$ cat src/rtl/instr_fetch32_if.sv
// Instruction-memory request/acknowledge bus between the fetch stage
// (master) and the instruction memory (slave).
interface instr_fetch32_if #(
    parameter int ADDR_W = 14
) ();
    logic              req;
    logic [ADDR_W-1:0] addr;
    logic              ack;
    logic [31:0]       rdata;

    modport master (output req, output addr, input ack, input rdata);
    modport slave  (input req, input addr, output ack, output rdata);
endinterface

$ cat src/rtl/instr_fetch32.sv
// Instruction fetch stage: holds the PC, fetches over a variable-latency
// handshake, presents the instruction and computes the next PC on commit.
module instr_fetch32 #(
    parameter logic [31:0] RESET_PC = 32'h0000_0000,
    parameter int          ADDR_W   = 14
) (
    input  logic                   clock,
    input  logic                   reset,
    instr_fetch32_if.master        imem,
    output logic [31:0]            Instruction,
    output logic [5:0]             Opcode,
    output logic [5:0]             Function_opcode,
    output logic                   inst_valid,
    input  logic                   ex_stall,
    input  logic                   Branch,
    input  logic                   nBranch,
    input  logic                   Jmp,
    input  logic                   Jal,
    input  logic                   Jr,
    input  logic                   Zero,
    input  logic [31:0]            Read_data_1,
    input  logic [31:0]            Imm_extend,
    output logic [31:0]            pc,
    output logic [31:0]            link_addr,
    output logic                   misalign_err
);

    localparam logic [0:0] FETCH = 1'b0;
    localparam logic [0:0] EXEC  = 1'b1;

    logic [0:0]  state_r;
    logic [31:0] pc_r;
    logic [31:0] instr_r;
    logic        misalign_r;
    logic [31:0] link_s;
    logic [31:0] next_pc_s;

    // Jr beats Jmp/Jal beats a taken branch beats sequential; all arithmetic wraps.
    function automatic logic [31:0] calc_next_pc(
        input logic        jr_f,
        input logic        jmp_f,
        input logic        taken_f,
        input logic [31:0] rs_f,
        input logic [31:0] imm_f,
        input logic [31:0] link_f,
        input logic [31:0] instr_f
    );
        logic [31:0] result;
        if (jr_f) begin
            result = {rs_f[31:2], 2'b00};
        end else if (jmp_f) begin
            result = {link_f[31:28], instr_f[25:0], 2'b00};
        end else if (taken_f) begin
            result = link_f + (imm_f << 2'd2);
        end else begin
            result = link_f;
        end
        return result;
    endfunction

    assign link_s    = pc_r + 32'd4;
    assign next_pc_s = calc_next_pc(Jr, Jmp | Jal,
                                    (Branch & Zero) | (nBranch & ~Zero),
                                    Read_data_1, Imm_extend, link_s, instr_r);

    // Handshake outputs; both are held low while reset is asserted.
    always_comb begin
        imem.req   = 1'b0;
        inst_valid = 1'b0;
        if (!reset) begin
            imem.req   = 1'b0;
            inst_valid = 1'b0;
        end else begin
            case (state_r)
                FETCH:   imem.req   = 1'b1;
                EXEC:    inst_valid = ~ex_stall;
                default: imem.req   = 1'b0;
            endcase
        end
    end

    // FETCH/EXEC sequencing, PC update on commit and sticky jr misalignment.
    always_ff @(posedge clock or negedge reset) begin
        if (!reset) begin
            state_r    <= FETCH;
            pc_r       <= RESET_PC;
            instr_r    <= 32'h0000_0000;
            misalign_r <= 1'b0;
        end else begin
            case (state_r)
                FETCH: begin
                    if (imem.ack) begin
                        instr_r <= imem.rdata;
                        state_r <= EXEC;
                    end
                end
                EXEC: begin
                    if (!ex_stall) begin
                        pc_r    <= next_pc_s;
                        state_r <= FETCH;
                        if (Jr && (Read_data_1[1:0] != 2'b00)) begin
                            misalign_r <= 1'b1;
                        end
                    end
                end
                default: state_r <= FETCH;
            endcase
        end
    end

    assign imem.addr       = pc_r[ADDR_W+1:2];
    assign Instruction     = instr_r;
    assign Opcode          = instr_r[31:26];
    assign Function_opcode = instr_r[5:0];
    assign pc              = pc_r;
    assign link_addr       = link_s;
    assign misalign_err    = misalign_r;

endmodule

$ cat src/flat_wrapper.sv
// flat-port wrapper written by rule: the top's interface ports become plain ports
module instr_fetch32_flat 
#(
    parameter logic [31:0] RESET_PC = 32'h0000_0000,
    parameter int          ADDR_W   = 14
)
  (clock, reset, Instruction, Opcode, Function_opcode, inst_valid, ex_stall, Branch, nBranch, Jmp, Jal, Jr, Zero, Read_data_1, Imm_extend, pc, link_addr, misalign_err, imem_req, imem_addr, imem_ack, imem_rdata);
  instr_fetch32_if #(.ADDR_W(ADDR_W)) imem_i ();
  input  logic clock;
  input  logic reset;
  output logic [31:0] Instruction;
  output logic [5:0] Opcode;
  output logic [5:0] Function_opcode;
  output logic inst_valid;
  input  logic ex_stall;
  input  logic Branch;
  input  logic nBranch;
  input  logic Jmp;
  input  logic Jal;
  input  logic Jr;
  input  logic Zero;
  input  logic [31:0] Read_data_1;
  input  logic [31:0] Imm_extend;
  output logic [31:0] pc;
  output logic [31:0] link_addr;
  output logic misalign_err;
  output wire logic [$bits(imem_i.req)-1:0] imem_req;
  output wire logic [$bits(imem_i.addr)-1:0] imem_addr;
  input wire logic [$bits(imem_i.ack)-1:0] imem_ack;
  input wire logic [$bits(imem_i.rdata)-1:0] imem_rdata;
  assign imem_req = imem_i.req;
  assign imem_addr = imem_i.addr;
  assign imem_i.ack = imem_ack;
  assign imem_i.rdata = imem_rdata;
  instr_fetch32 #(.RESET_PC(RESET_PC), .ADDR_W(ADDR_W)) u_core (.clock(clock), .reset(reset), .imem(imem_i), .Instruction(Instruction), .Opcode(Opcode), .Function_opcode(Function_opcode), .inst_valid(inst_valid), .ex_stall(ex_stall), .Branch(Branch), .nBranch(nBranch), .Jmp(Jmp), .Jal(Jal), .Jr(Jr), .Zero(Zero), .Read_data_1(Read_data_1), .Imm_extend(Imm_extend), .pc(pc), .link_addr(link_addr), .misalign_err(misalign_err));
endmodule
$ cat config.mk
export PLATFORM = sky130hd
export DESIGN_NAME = instr_fetch32_flat
export DESIGN_NICKNAME = d
export VERILOG_FILES = /design/src/rtl/instr_fetch32_if.sv /design/src/rtl/instr_fetch32.sv /design/src/flat_wrapper.sv
export SDC_FILE = /design/constraint.sdc
export NUM_CORES = 1
export LEC_CHECK = 0
export BUFFER_PORTS_ARGS = -buffer_cell sky130_fd_sc_hd__buf_2
export CAP_MARGIN = 40
export CORE_ASPECT_RATIO = 0.75
export CORE_MARGIN = 1.5
export CORE_UTILIZATION = 45
export CTS_CLUSTER_SIZE = 25
export DETAILED_ROUTE_END_ITERATION = 10
export PLACE_DENSITY = 0.8
export REMOVE_ABC_BUFFERS = 1
export SLEW_MARGIN = 20
export SYNTH_ARGS = -nofsm -noshare
export SYNTH_HDL_FRONTEND = slang
export SYNTH_SLANG_ARGS = --single-unit
$ cat constraint.sdc
create_clock -name clock -period 3.5 [get_ports clock]
set_input_delay 0.35 -clock clock [delete_from_list [all_inputs] [get_ports clock]]
set_output_delay 0.35 -clock clock [all_outputs]
set_load 0.005 [all_outputs]
==> flow_summary.yaml, run 1 <==
detailed_routing:
  viasPerCell: 5.82
  vias: 6728
  wl_um: 21900
  wire_per_inst_um: 19.0
  ant_nets: 0
  drt_iter0_markers: 914
  drc_errors: 0
  drtPass1Iterations: 6
finish:
  fillers: 902
  layout-drive-gt1-share: 0.487
  most-common-layout-cells: "buf_2, buf_4, nand2_1, dfrtp_1, a21oi_1"
  fin_util: 0.706
  final_common_cell: "buf_2"
  nets: 1133
  diodes: 0
  areaGrowthSynthToFinish_pct: 49.8
sta:
  period_minus_slack_ps: 3800
  hold_slack_ps: 260
  hold_viol_final: 0
  worst_slew_pin_slew_ps: 700
  fin_skew_ps: 6.42
  max_slew_margin: 0.532
  finalSetupViolCount: 12
  setup_slack_ps: -301
  post-route-period-util: 1.09
  max_freq_mhz: 263
  rsz0062_at_grt: "true"
  fin_tns_setup_ps: -1440
  maxSlewViolCount: 0
grt:
  grt_pass1_wl_um: 31200
  grt_max_degree: 45
  grt-ovfl-total: 0
  grt_pass1_vias: 5905
  antenna_found_initial: 0
  grt_usage: 0.300
placement:
  gp_congestion: 0.926
  port_buffers: 224
  place.detailed.hpwl_um: 15600
yosys:
  synth_area_leaders: "dfrtp_1, ha_1, mux2_2, a21oi_1, nand2_1"
  synthArstFlopShare: 1.00
  ys_seq_elements: 64
  syn_avg_cell_area_um2: 8.27
  synth-edff-count: 0
  ys_types: 59
  synth_top_area_cell: "dfrtp_1"
  synth_top_area_share: 0.287
  synth-warning-count: 0
  synth_top_flop_cell: "dfrtp_1"
  synth_cells: 674
  seq_area_frac_synth: 0.287
  synthesis.area_um2: 5570
hold_path:
  min_to: "u_core.Instruction[31]$_DFFE_PN0P_"
  min_path_type: "in2reg"
  whs_path_depth: 2
  min_from: "imem_rdata[31]"
pwr:
  peakVddDrop_v: 0.000433
  p_leak_nw: 4.10
  p_per_area_nw_per_um2: 647
  p_total_mw: 5.40
floorplanning:
  dieArea_um2: 13100
  initial_core_util: 0.471
  die_w_um: 131
  rows: 34
  io_pins: 231
  core_um2: 11800
  die_h_um: 99.4
cts:
  cts_max_path_buffers: 2
  cts.sinks: 64
  clk_pin_slew_worst_paths_ps: 60
  root_buffer: "clkbuf_16"
  clk_latency_ps: 320
  cts-buffers-inserted: 9
  htree_levels: 3
  cts_tree: "built"
setup_path:
  critPathMaxFanout: 4
  r2r_start: "u_core.pc[3]$_DFFE_PN0P_"
  critPathKind: "reg2reg"
  crit_path_end_kind: "flop"
  worstSetupStartpointType: "flop"
  r2r_setup_slack_ps: -300
  crit_arrival_ps: 4060
  cp.required_ps: 3760
  r2r_cells: 16
  r2r_end: "u_core.pc[31]$_DFFE_PN0P_"
job:
  maxCapViolCount: 0
run_status:
  violations: "negative setup slack"
  status: "finished, violations left"
## flip-flops by register name, indices dropped and copies added (netlist names)
name / flops
u_core.pc: 30
u_core.Instruction: 32
u_core.state_r: 1
u_core.misalign_err: 1
## where the power goes
part	switching [mW]	internal (mW)	total [mW]	leakage, nW
Combinational	1.74	1.69	3.43	3.21
Clock	0.316	0.495	0.811	0.128
Sequential	0.225	0.931	1.16	0.758
Total	2.28	3.12	5.40	4.10
## cell usage after synthesis, types with 21 or more instances
cell type,instances
ha_1,36
buf_4,30
clkbuf_1,27
xnor2_1,30
o21ai_0,45
a21oi_1,67
dfrtp_1,64
nor2_1,49
nand2_1,76
nand3_1,26
xor2_1,21
mux2_2,33
## layer usage
metal / share of wire / up-vias / wire, um / GRT usage
li1: - / 3058 / - / -
met1: 0.43 / 3126 / 9380 / 0.441
met2: 0.44 / 484 / 9600 / 0.451
met3: 0.10 / 60 / 2250 / 0.0505
met4: 0.032 / 0 / 711 / 0.0940
met5: 0 / - / 0 / 0
## cell families (layout without fill, tap and decap cells)
logic type,Yosys count,after routing,share of synthesized area
compound gates,195,195,0.216
xor+xnor,51,51,0.0802
fa+ha+maj,37,37,0.0844
buf+inv,75,393,0.0719
flops,64,64,0.287
mux,36,36,0.0721
other cells,1,4,0.000673
simple gates,215,215,0.187
## critical path, stage by stage, from the launching register on
cell     delay [ps]
dfrtp_1         370
ha_2            190
nand4_1         150
nor3_1          270
buf_4           190
nand4_1         130
buf_6           180
xnor2_4         140
ha_4            310
nand2_4          60
or3_4           390
o21ai_2         170
o21ai_2         100
o41a_1          390
xor2_1          180
or4_1           420
nand3_1         100
## worst max-delay path by stage
stage	start	end	slack, ps
floorplan	u_core.pc[3]$_DFFE_PN0P_	u_core.pc[31]$_DFFE_PN0P_	-130
global placement	u_core.pc[3]$_DFFE_PN0P_	u_core.pc[15]$_DFFE_PN0P_	-170
detailed placement	u_core.pc[3]$_DFFE_PN0P_	u_core.pc[31]$_DFFE_PN0P_	-250
CTS	u_core.pc[2]$_DFFE_PN0P_	u_core.pc[31]$_DFFE_PN0P_	-90
global route	u_core.pc[3]$_DFFE_PN0P_	u_core.pc[31]$_DFFE_PN0P_	-400
finish	u_core.pc[3]$_DFFE_PN0P_	u_core.pc[31]$_DFFE_PN0P_	-300
## cell type report
cell class | instances | area, um2 | area share
Clock buffer | 11 | 243 | 0.0291
Clock inverter | 5 | 32.5 | 0.00390
Inverter | 13 | 48.8 | 0.00585
Multi-Input combinational cell | 538 | 4010 | 0.481
Sequential cell | 64 | 1600 | 0.192
Tap cell | 162 | 203 | 0.0243
Timing Repair Buffer | 364 | 2210 | 0.264
## stage by stage
| step | instances | setup slack, ps | instance area, um2 |
|---|---|---|---|
| 2_1_floorplan | 615 | -131 | 5230 |
| 3_3_place_gp | 1118 | -169 | 7460 |
| 3_5_place_dp | 1119 | -250 | 7480 |
| 4_1_cts | 1144 | -91.4 | 7940 |
| 5_1_grt | 1157 | -397 | 8350 |
| 6_report | 1157 | -301 | 8350 |
## what timing repair did
action                                 4_1_cts  5_1_grt
pin swaps                                   16       39
hold buffers                                 1        0
setup endpoints to repair                   14       17
buffers inserted                             8       13
endpoints found under the hold margin       20        0
gates resized for setup                     22       63
Power figures use the tool's default switching activity.
==> run 2, diff against run 1 <==
MAX_ROUTING_LAYER = met4   (was unset)
==> flow_summary.yaml, run 2 (same netlist as run 1, synthesis figures left out) <==
sta:
  fin_skew_ps: 11.5
  finalSetupViolCount: 16
  worst_slew_pin_slew_ps: 734
  max_freq_mhz: 253
  fin_tns_setup_ps: -3850
  max_slew_margin: 0.500
  hold_slack_ps: -4.77
  maxSlewViolCount: 0
  hold_viol_final: 13
  period_minus_slack_ps: 3960
  setup_slack_ps: -457
  rsz0062_at_grt: "true"
  post-route-period-util: 1.13
cts:
  cts.sinks: 64
  cts-buffers-inserted: 9
  htree_levels: 3
  clk_latency_ps: 330
  cts_tree: "built"
  cts_max_path_buffers: 2
  clk_pin_slew_worst_paths_ps: 60
  root_buffer: "clkbuf_16"
placement:
  place.detailed.hpwl_um: 15900
  place_ws_ps: -240
  gp_congestion: 0.958
  port_buffers: 224
setup_path:
  critPathKind: "reg2reg"
  r2r_cells: 17
  r2r_setup_slack_ps: -460
  worst_path_max_delay_cell: "nor4_4"
  cp.required_ps: 3700
  r2r_start: "u_core.pc[3]$_DFFE_PN0P_"
  r2r_end: "u_core.pc[30]$_DFFE_PN0P_"
  critPathLaunch: "u_core.pc[3]$_DFFE_PN0P_"
  cpMostUsedCell: "buf_4"
  max_stage_delay_ps: 400
  worstSetupStartpointType: "flop"
  cp_top_family: "simple AND/OR/NAND/NOR gates"
  crit_chain: "buf_4, nand2_2, buf_4, nor4_4, and4_4, buf_4, and3_4, nand4_1, xnor2_2, ha_4, buf_4, a21o_1, a21oi_1, nor2b_1, a211oi_2, mux2i_1, nor2_1"
  crit_arrival_ps: 4160
  critPathMaxFanout: 4
  crit_path_end_kind: "flop"
  worst-path-buf-inv: 4
pwr:
  switchingPower_mw: 2.65
  peakVddDrop_v: 0.000374
  clkPwrFrac: 0.154
  p_leak_nw: 4.22
  p_int_mw: 3.34
  switching_share: 0.442
  p_total_mw: 5.99
  p_seq_frac: 0.196
  p_comb_frac: 0.649
  p_per_area_nw_per_um2: 676
finish:
  final_common_cell: "buf_2"
  largest_register_ffs: 32
  layout-drive-gt1-share: 0.536
  nets: 1138
  diodes: 0
  areaGrowthSynthToFinish_pct: 59.2
  most-common-layout-cells: "buf_2, buf_4, nand2_1, dfrtp_1, a21oi_1"
  fillers: 772
detailed_routing:
  drtPass1Iterations: 9
  drt_iter0_markers: 1137
  ant_nets: 0
  vias: 7236
  wire_per_inst_um: 22.6
  wl_um: 26300
  drc_errors: 0
  viasPerCell: 6.23
hold_path:
  min_path_type: "in2async"
floorplanning:
  io_pins: 231
  initial_core_util: 0.471
  die_h_um: 99.4
  core_um2: 11800
  dieArea_um2: 13100
  die_w_um: 131
  rows: 34
grt:
  grt_max_degree: 44
  antenna_found_initial: 0
  grt_pass1_wl_um: 32700
  grt_pass1_vias: 6185
  grt-ovfl-total: 0
  grt_usage: 0.328
run_status:
  violations: "negative hold slack, negative setup slack"
  status: "finished, violations left"
job:
  maxCapViolCount: 0
## run 2: stage by stage
step | cells | hold slack [ps] | util | cell area (um2)
6_report | 1162 | -4.77 | 0.750 | 8870
5_1_grt | 1162 | 17.2 | 0.750 | 8870
4_1_cts | 1146 | 4.48 | 0.688 | 8140
3_5_place_dp | 1117 | 351 | 0.632 | 7470
3_3_place_gp | 1116 | 335 | 0.629 | 7440
2_1_floorplan | 615 | 54.4 | - | 5230
## run 2: area by class of cell
cell class              count  area, um2  area share
well taps                 162        203      0.0229
clock buffers              11        253      0.0285
clock inverters             5       55.1     0.00621
inverters                  13       48.8     0.00550
flip-flops and latches     64       1600       0.181
repair buffers            369       2250       0.254
multi-input cells         538       4460       0.502
## run 2: worst max-delay path by stage
stage / slack, ps / to / cells after the start
4_1_cts: -100 / u_core.pc[31]$_DFFE_PN0P_ / 14
5_1_grt: -540 / u_core.pc[30]$_DFFE_PN0P_ / 17
6_report: -460 / u_core.pc[30]$_DFFE_PN0P_ / 17
3_3_place_gp: -170 / u_core.pc[31]$_DFFE_PN0P_ / 17
2_1_floorplan: -130 / u_core.pc[31]$_DFFE_PN0P_ / 14
3_5_place_dp: -240 / u_core.pc[31]$_DFFE_PN0P_ / 17
## run 2: repair_timing
item / in CTS / in global routing
buffers inserted: 14 / 19
endpoints found under the setup margin: 14 / 20
hold buffers: 0 / 0
pin swaps: 36 / 68
gates resized for setup: 49 / 107
## run 2: worst register-to-register path, delay by kind of cell (launching register included)
family	cells	cell delay (ps)
fa+ha+maj	1	260
mux	1	340
xor+xnor	1	340
simple gates	7	1330
flops	1	390
compound gates	3	620
buf+inv	4	560
## run 2: layer usage
| layer | track usage | vias to the layer above | wire length [um] |
|---|---|---|---|
| met5 | - | - | 0 |
| met4 | 0.120 | 0 | 1840 |
| met3 | 0.0469 | 197 | 3010 |
| met2 | 0.483 | 659 | 11400 |
| met1 | 0.460 | 3331 | 10000 |
| li1 | - | 3049 | - |
## run 2: power by group through the flow
stage	Sequential [mW]	Combinational [mW]	Clock [mW]
floorplan	1.17	1.38	0
global placement	1.13	2.88	0
detailed placement	1.14	2.92	0
CTS	1.14	3.15	0.922
global route	1.19	4.07	0.971
finish	1.18	3.89	0.925
==> run 3, diff against run 2 <==
CORE_MARGIN = unset   (was 1.5)
==> flow_summary.yaml, run 3 (same netlist as run 1, synthesis figures left out) <==
setup_path:
  crit_path_end_kind: "flop"
  r2r_start: "u_core.pc[3]$_DFFE_PN0P_"
  max_stage_delay_ps: 430
  critPathMaxFanout: 2
  r2r_setup_slack_ps: -150
  r2r_end: "u_core.pc[31]$_DFFE_PN0P_"
  crit_chain: "ha_2, nand4_1, buf_4, nor2_4, nand3_2, xnor2_2, ha_1, nand4_1, or3_4, o21ai_2, o21ai_2, o41a_1, xor2_1, or4_1, nand3_1"
  crit_arrival_ps: 3910
  r2r_cells: 15
  critPathKind: "reg2reg"
  cp.required_ps: 3760
  worst_path_max_delay_cell: "or3_4"
  worstSetupStartpointType: "flop"
floorplanning:
  dieArea_um2: 12800
  io_pins: 231
  rows: 34
  die_h_um: 98.4
  die_w_um: 130
  initial_core_util: 0.471
  core_um2: 11800
cts:
  clk_latency_ps: 320
  cts_tree: "built"
  cts-buffers-inserted: 9
  cts.sinks: 64
  clk_pin_slew_worst_paths_ps: 60
  htree_levels: 3
  cts_max_path_buffers: 2
  root_buffer: "clkbuf_16"
detailed_routing:
  drtPass1Iterations: 6
  ant_nets: 0
  vias: 6711
  viasPerCell: 5.88
  wire_per_inst_um: 19.3
  drt_iter0_markers: 734
  wl_um: 22000
  drc_errors: 0
placement:
  port_buffers: 224
  dp_cells: 1100
  place_ws_ps: -211
  place.detailed.hpwl_um: 15600
  gp_congestion: 0.941
job:
  maxCapViolCount: 0
pwr:
  p_leak_nw: 4.08
  p_int_mw: 3.26
  clkPwrFrac: 0.171
  peakVddDrop_v: 0.000416
  switchingPower_mw: 2.37
  switching_share: 0.421
  p_seq_frac: 0.205
  p_comb_frac: 0.624
  p_per_area_nw_per_um2: 665
grt:
  antenna_found_initial: 0
  grt_max_degree: 62
  grt_usage: 0.325
  grt-ovfl-total: 0
  grt_pass1_wl_um: 31100
  grt_pass1_vias: 5907
sta:
  hold_viol_final: 0
  maxSlewViolCount: 0
  setup_slack_ps: -150
  worst_slew_pin_slew_ps: 639
  hold_slack_ps: 257
  period_minus_slack_ps: 3650
  finalSetupViolCount: 4
  post-route-period-util: 1.04
  max_freq_mhz: 274
  rsz0062_at_grt: "true"
  max_slew_margin: 0.573
  fin_skew_ps: 7.07
finish:
  largest_register_ffs: 32
  layout.cells.non_filler: 1141
  layout-drive-gt1-share: 0.501
  fillers: 880
  diodes: 0
  multi_input_area_um2: 4190
  areaGrowthSynthToFinish_pct: 52.1
  final_common_cell: "buf_2"
  most-common-layout-cells: "buf_2, buf_4, nand2_1, dfrtp_1, a21oi_1"
  seqCellArea_um2: 1600
  nets: 1117
hold_path:
  min_from: "imem_rdata[26]"
  min_path_type: "in2reg"
  whs_path_depth: 2
  min_to: "u_core.Instruction[26]$_DFFE_PN0P_"
run_status:
  status: "finished, violations left"
  violations: "negative setup slack"
## run 3: cell type report
cell class | count | share of cell area
inverter | 13 | 0.00576
multi-input combinational | 538 | 0.495
sequential | 64 | 0.189
timing repair buffer | 348 | 0.248
clock inverter | 5 | 0.00945
tap | 162 | 0.0239
clock buffer | 11 | 0.0286
## run 3: how the worst max path moves through the flow
stage,startpoint,endpoint,slack [ps]
5_1_grt,u_core.pc[3]$_DFFE_PN0P_,u_core.pc[31]$_DFFE_PN0P_,-270
3_5_place_dp,u_core.pc[2]$_DFFE_PN0P_,u_core.pc[31]$_DFFE_PN0P_,-210
6_report,u_core.pc[3]$_DFFE_PN0P_,u_core.pc[31]$_DFFE_PN0P_,-150
3_3_place_gp,u_core.pc[2]$_DFFE_PN0P_,u_core.pc[31]$_DFFE_PN0P_,-140
2_1_floorplan,u_core.pc[3]$_DFFE_PN0P_,u_core.pc[31]$_DFFE_PN0P_,-130
4_1_cts,u_core.pc[3]$_DFFE_PN0P_,u_core.pc[31]$_DFFE_PN0P_,-20
## run 3: per-layer routing
metal / GRT usage / share of wire / vias to the layer above
met3: 0.0416 / 0.098 / 74
met5: - / 0 / -
met4: 0.104 / 0.039 / 0
met2: 0.463 / 0.44 / 450
met1: 0.473 / 0.42 / 3182
li1: - / - / 3005
## run 3: critical path, delay by kind of cell, from the launching register on
kind            cells  cell delay [ps]
simple gates        7             1480
compound gates      3              610
fa+ha+maj           2              550
xor+xnor            2              380
flops               1              370
buf+inv             1              200
## run 3: stage by stage
step	setup TNS, ps	cell area [um2]	total power, mW	util
after floorplan	-132	5230	2.56	-
after global placement	-419	7300	3.91	0.618
after detailed placement	-1380	7330	3.96	0.620
after CTS	-48.8	7940	5.09	0.671
after global routing	-1440	8470	5.89	0.717
final	-271	8470	5.63	0.717
## run 3: timing repair
item	CTS	global route
pin swaps	23	44
endpoints found under the setup margin	13	17
setup buffers	10	13
gates cloned	0	0
hold buffers	1	0
endpoints found under the hold margin	3	0
resized for setup	38	80
## run 3: power by group through the flow
| stage | sequential [mW] | clock, mW | combinational (mW) |
|---|---|---|---|
| finish | 1.15 | 0.966 | 3.51 |
| global placement | 1.13 | 0 | 2.78 |
| floorplan | 1.17 | 0 | 1.38 |
| global route | 1.18 | 1.00 | 3.71 |
| CTS | 1.14 | 0.970 | 2.98 |
| detailed placement | 1.14 | 0 | 2.82 |
